**src/rtl/gpa_spi_iface.sv**
```systemverilog
// gpa_spi_iface: N-channel SPI serialiser for a gradient power amplifier DAC board.
// Broadcasts queue one frame deep behind the active one; a second queued broadcast flags ovf_o.
module gpa_spi_iface #(
    parameter int NCH    = 4,
    parameter int WORD_W = 24,
    parameter int DIV_W  = 6
) (
    input  logic             clk,
    input  logic             rst,
    input  logic [31:0]      data_i,
    input  logic             valid_i,
    input  logic [DIV_W-1:0] spi_clk_div_i,
    input  logic             ldac_mode_i,
    output logic             sclk_o,
    output logic             syncn_o,
    output logic             ldacn_o,
    output logic [NCH-1:0]   sdo_o,
    output logic             busy_o,
    output logic             done_o,
    output logic             ovf_o
);
    localparam int BCW = $clog2(WORD_W + 1);

    typedef enum logic [1:0] {
        S_IDLE,
        S_SHIFT,
        S_GAP,
        S_LDAC
    } state_t;

    state_t            state, state_nx;
    logic [WORD_W-1:0] staging [NCH];
    logic [WORD_W-1:0] shreg   [NCH];
    logic              pending, pending_nx;
    logic [DIV_W-1:0]  div_q, div_eff;
    logic [DIV_W-1:0]  div_ctr, div_ctr_nx;
    logic [BCW-1:0]    bit_cnt, bit_cnt_nx;
    logic              load, shift_en, bcast, period_end;
    logic              unused_data;

    assign unused_data = ^data_i;
    assign bcast       = valid_i & data_i[24];
    assign div_eff     = (spi_clk_div_i == '0) ? DIV_W'(1) : spi_clk_div_i;
    assign period_end  = (div_ctr == div_q);

    always_comb begin
        state_nx   = state;
        div_ctr_nx = div_ctr;
        bit_cnt_nx = bit_cnt;
        load       = 1'b0;
        shift_en   = 1'b0;
        unique case (state)
            S_IDLE: begin
                if (pending) begin
                    load       = 1'b1;
                    div_ctr_nx = '0;
                    bit_cnt_nx = BCW'(WORD_W);
                    state_nx   = S_SHIFT;
                end
            end
            S_SHIFT: begin
                if (period_end) begin
                    div_ctr_nx = '0;
                    shift_en   = 1'b1;
                    bit_cnt_nx = bit_cnt - BCW'(1);
                    if (bit_cnt == BCW'(1)) state_nx = S_GAP;
                end else begin
                    div_ctr_nx = div_ctr + DIV_W'(1);
                end
            end
            S_GAP: begin
                if (period_end) begin
                    div_ctr_nx = '0;
                    state_nx   = ldac_mode_i ? S_LDAC : S_IDLE;
                end else begin
                    div_ctr_nx = div_ctr + DIV_W'(1);
                end
            end
            S_LDAC: begin
                if (period_end) begin
                    div_ctr_nx = '0;
                    state_nx   = S_IDLE;
                end else begin
                    div_ctr_nx = div_ctr + DIV_W'(1);
                end
            end
        endcase
        // a broadcast landing on the load cycle re-arms the queue
        pending_nx = (pending & ~load) | bcast;
    end

    always_ff @(posedge clk) begin
        if (rst) begin
            state   <= S_IDLE;
            pending <= 1'b0;
            div_q   <= DIV_W'(1);
            div_ctr <= '0;
            bit_cnt <= '0;
            for (int i = 0; i < NCH; i++) begin
                staging[i] <= '0;
                shreg[i]   <= '0;
            end
            sclk_o  <= 1'b0;
            syncn_o <= 1'b1;
            ldacn_o <= 1'b1;
            sdo_o   <= '0;
            busy_o  <= 1'b0;
            done_o  <= 1'b0;
            ovf_o   <= 1'b0;
        end else begin
            state   <= state_nx;
            pending <= pending_nx;
            div_ctr <= div_ctr_nx;
            bit_cnt <= bit_cnt_nx;
            for (int i = 0; i < NCH; i++) begin
                if (valid_i && int'(data_i[28:25]) == i)
                    staging[i] <= data_i[WORD_W-1:0];
                if (load)
                    shreg[i] <= staging[i];
                else if (shift_en)
                    shreg[i] <= {shreg[i][WORD_W-2:0], 1'b0};
                sdo_o[i] <= shreg[i][WORD_W-1];
            end
            if (load) div_q <= div_eff;
            sclk_o  <= (state == S_SHIFT) && (div_ctr < (div_q >> 1));
            syncn_o <= (state != S_SHIFT);
            ldacn_o <= (state == S_LDAC) ? 1'b0 : ldac_mode_i;
            busy_o  <= (state_nx != S_IDLE) | pending_nx;
            done_o  <= (state != S_IDLE) && (state_nx == S_IDLE);
            if (bcast && pending) ovf_o <= 1'b1;
        end
    end

endmodule
```
**config.mk**
```make
export PLATFORM = sky130hd
export DESIGN_NAME = gpa_spi_iface
export DESIGN_NICKNAME = d
export VERILOG_FILES = /design/src/rtl/gpa_spi_iface.sv
export SDC_FILE = /design/constraint.sdc
export NUM_CORES = 1
export LEC_CHECK = 0
export BUFFER_PORTS_ARGS = -buffer_cell sky130_fd_sc_hd__buf_2
export CAP_MARGIN = 15
export CORE_ASPECT_RATIO = 1.75
export CORE_MARGIN = 2
export CORE_UTILIZATION = 53
export DETAILED_ROUTE_END_ITERATION = 12
export PLACE_DENSITY = 0.71
export SETUP_SLACK_MARGIN = 0.5
export SYNTH_ARGS = -nofsm -noshare
export SYNTH_HDL_FRONTEND = slang
export SYNTH_SLANG_ARGS = --single-unit
```
**constraint.sdc**
```tcl
create_clock -name clk -period 7.9 [get_ports clk]
set_input_delay 1.975 -clock clk [delete_from_list [all_inputs] [get_ports clk]]
set_output_delay 1.975 -clock clk [all_outputs]
set_load 0.03 [all_outputs]
```
==> summary.txt <==
Critical path
  • Crit path buf inv count: 3
  • R2r worst-path depth: 6
  • Register-to-Register Setup Slack: 4.61 ns
  • Required @ worst endpoint: 8.26 ns
  • Worst reg2reg endpoint: shreg[3][17]$_DFFE_PP_
  • Kind of critical path: input port to register
  • Crit-path max FO: 53
  • Crit-path max cell delay: 0.80 ns
  • Critical Path Stages: 6
  • Slowest-stage cell, CP: nor2_4
  • Crit path max-delay family: buffers and inverters
  • Worst endpoint data arrival time: 4.59 ns
  • Reg2reg start: div_ctr[2]$_SDFFE_PP0P_
  • CP endpoint kind: register
  • CP Launch Type: input port
  • CP cell instances: buf_2, inv_1, nand2_1, nor2_4, buf_4, a22o_1

Worst hold path
  • Hold Crit Endpoint: sdo_o[2]$_SDFF_PP0_
  • HP Class: register to register
  • Hold path start: shreg[2][23]$_SDFFCE_PN0P_
  • Hold depth: 1

GRT
  • Largest net degree at the start of global routing: 93
  • Grt ovf: 0
  • Total track usage: 19.7%
  • Vias in the first global route: 5170
  • Initial antenna violation count: 0
  • First-pass GRT wire length: 27.2 mm

STA
  • Fin crit share: 53.4%
  • Slew Limit Fails: 0
  • Clk_skew: 0.0155 ns
  • RSZ-0062 raised after global routing: false
  • Endpoints failing setup: 0
  • Fmax achieved: 0.237 GHz
  • Final hold viol count: 0
  • Minimum clock period: 4.22 ns
  • Setup tns final: 0 ns
  • Slew headroom: 28.7%
  • Actual slew at the worst max-slew pin: 1.07 ns

Synthesis
  • Register area share after synthesis: 71.5%
  • Syn Inst Count: 601
  • Syn_nets: 650
  • Main area contributors after synthesis: edfxtp_1 65%, a22o_1 9.1%, and2_1 6.7%, dfxtp_1 6.7%, buf_6 1.1%
  • #FFs+latches synth: 222
  • Avg Inst Size Synth: 14.8 µm²
  • Top cell type's share of synthesized area: 64.8%
  • Synth cell types: 37
  • Number of synthesis warnings: 0
  • Mapped cell area: 0.00890 mm²
  • Synth area leader: edfxtp_1

Clock network
  • CTS clock-pin slew for the worst setup and hold paths: 0.06 ns
  • CTS Buf Count: 20
  • H-tree depth: 1
  • TritonCTS clock tree: done
  • Root Driver: clkbuf_16
  • Resized cells post-CTS: 0
  • # hold bufs at CTS: 0
  • Bufs on Longest Clock Path: 3
  • Clock sink count: 222
  • Worst skew pair latency: 0.50 ns
  • Post-CTS setup buffer count: 0

Power
  • Internal: 2.11 mW
  • PD cells: 287 mW/mm²
  • Sequential share of power: 55.4%
  • Logic pwr share: 12.3%
  • PnR Total Power: 2.84 mW
  • Clk network pwr share: 32.2%
  • Max VDD drop: 0.187 mV
  • Sw frac: 25.9%
  • Leakage: 3.67 nW
  • Sw power: 0.737 mW

Finish
  • Commonest non-fill, non-tap cell in the layout: edfxtp_1
  • Fraction of layout cells with a size suffix above 1: 14.6%
  • Diodes inserted: 0
  • Synth-to-layout area growth: 11.1%
  • Most frequent cells in the layout: 192 x edfxtp_1, 96 x and2_1, 92 x a22o_1
  • Count of nets after finishing: 687

Place
  • Port-buffer cells: 48
  • HPWL Detailed: 10.0 mm
  • GPL Wtd Cong: 0.852

Drt
  • Routed WL: 17.3 mm
  • Vias post-DR: 5014
  • Initial DRC count: 374
  • Drt first pass iters: 5
  • Vias per cell: 5.72
  • Drt wl/cell: 19.7 µm
  • DRC: 0
  • Post-route ant nets: 0

Run
  • # Max-Cap Violations: 0

Die
  • Die area: 0.0179 mm²
  • IO Pins: 52
  • Die width: 102 µm
  • Die height: 175 µm
  • Initial Util: 54.1%
  • Core area: 0.0164 mm²
  • Cell Rows: 62

Outcome
  • Status: complete, no violations
==> sequential cells by signal (all words and copies together), names as in the netlist <==
register and cells:
bit_cnt 5, busy_o 1, div_ctr 6, div_q 6
done_o 1, ldacn_o 1, ovf_o 1, pending 1
sclk_o 1, sdo_o 4, shreg 96, staging 96
state 2, syncn_o 1
==> worst max path at each step <==
stage	from	slack (ns)	to
global placement	rst	3.24	shreg[2][12]$_SDFFCE_PN0P_
floorplan	rst	3.71	shreg[0][0]$_SDFFCE_PP0P_
global route	rst	3.45	shreg[1][23]$_SDFFCE_PN0P_
finish	rst	3.68	shreg[3][17]$_DFFE_PP_
detailed placement	rst	3.20	shreg[0][20]$_SDFFCE_PN0P_
CTS	rst	3.67	shreg[3][17]$_DFFE_PP_
==> cell type report <==
type / count / area, µm²
fill: 1290 / 6550
sequential: 222 / 6370
multi-input combinational: 332 / 2320
clock buffer: 22 / 508
timing repair buffer: 54 / 285
tap: 224 / 280
clock inverter: 14 / 104
inverter: 8 / 30.0
==> metal layers <==
metal	up-vias	track usage (%)	routed length [µm]
met5	-	0	0
met4	0	5.50	256
met3	21	3.18	792
met2	125	35.3	9520
met1	2529	24.4	6720
li1	2339	-	-
==> cells by family (layout without fill, tap and decap cells) <==
logic type | Yosys count | after routing | share of synthesized area, %
DFF | 222 | 222 | 71.5
and+or+nand+nor | 190 | 190 | 12.3
AOI/OAI and AO/OA | 126 | 126 | 11.4
buffers and inverters | 47 | 98 | 2.88
xor gates and xnor gates | 9 | 9 | 0.885
adders and majority gates | 7 | 7 | 0.984
==> worst register-to-register path: stages (launching register included) <==
cell and delay [ns]:
dfxtp_1 0.45, xor2_1 0.15, nor4_4 0.47, nand2_1 0.37, nor2_4 0.84, buf_4 0.64
a22o_1 0.25
==> power by group through the flow <==
| stage | logic (mW) | registers [mW] | clock network [mW] |
|---|---|---|---|
| after floorplan | 0.258 | 1.58 | 0 |
| after global placement | 0.331 | 1.59 | 0 |
| after detailed placement | 0.351 | 1.60 | 0 |
| after CTS | 0.354 | 1.58 | 0.930 |
| after global routing | 0.388 | 1.59 | 0.978 |
| final | 0.350 | 1.58 | 0.916 |
==> per-stage QoR <==
step	std cells	hold WS, ns	utilization, %	setup WS [ns]	cell area, µm²
2_1_floorplan	601	0.429	-	3.71	8900
5_1_grt	876	0.470	60.1	3.45	9890
3_5_place_dp	840	0.444	56.4	3.20	9280
4_1_cts	876	0.458	60.1	3.67	9890
3_3_place_gp	840	0.437	56.4	3.24	9280
6_report	876	0.450	60.1	3.68	9890
==> cells in the mapped netlist <==
library cell	count
nand2b_1	2
nor3b_2	2
dfxtp_1	30
a31oi_1	4
o21ai_0	6
xor2_1	9
a2111oi_0	1
and3_1	8
nor2b_1	7
o31ai_1	1
nand3_1	8
a22oi_1	2
nor3_1	4
a21oi_1	12
buf_1	2
or3_1	1
a22o_1	92
inv_1	8
ha_1	7
buf_2	10
nor2_1	18
or4_1	1
nor3b_1	3
and2_1	96
or2_2	2
nand2_1	26
clkbuf_1	18
edfxtp_1	192
nor2_2	1
a21o_1	4
nand4_1	6
nor4_4	1
a31o_2	3
a211oi_1	1
nor4_1	3
buf_6	9
nor4b_1	1
No activity file was read; power rests on OpenSTA's default activity.
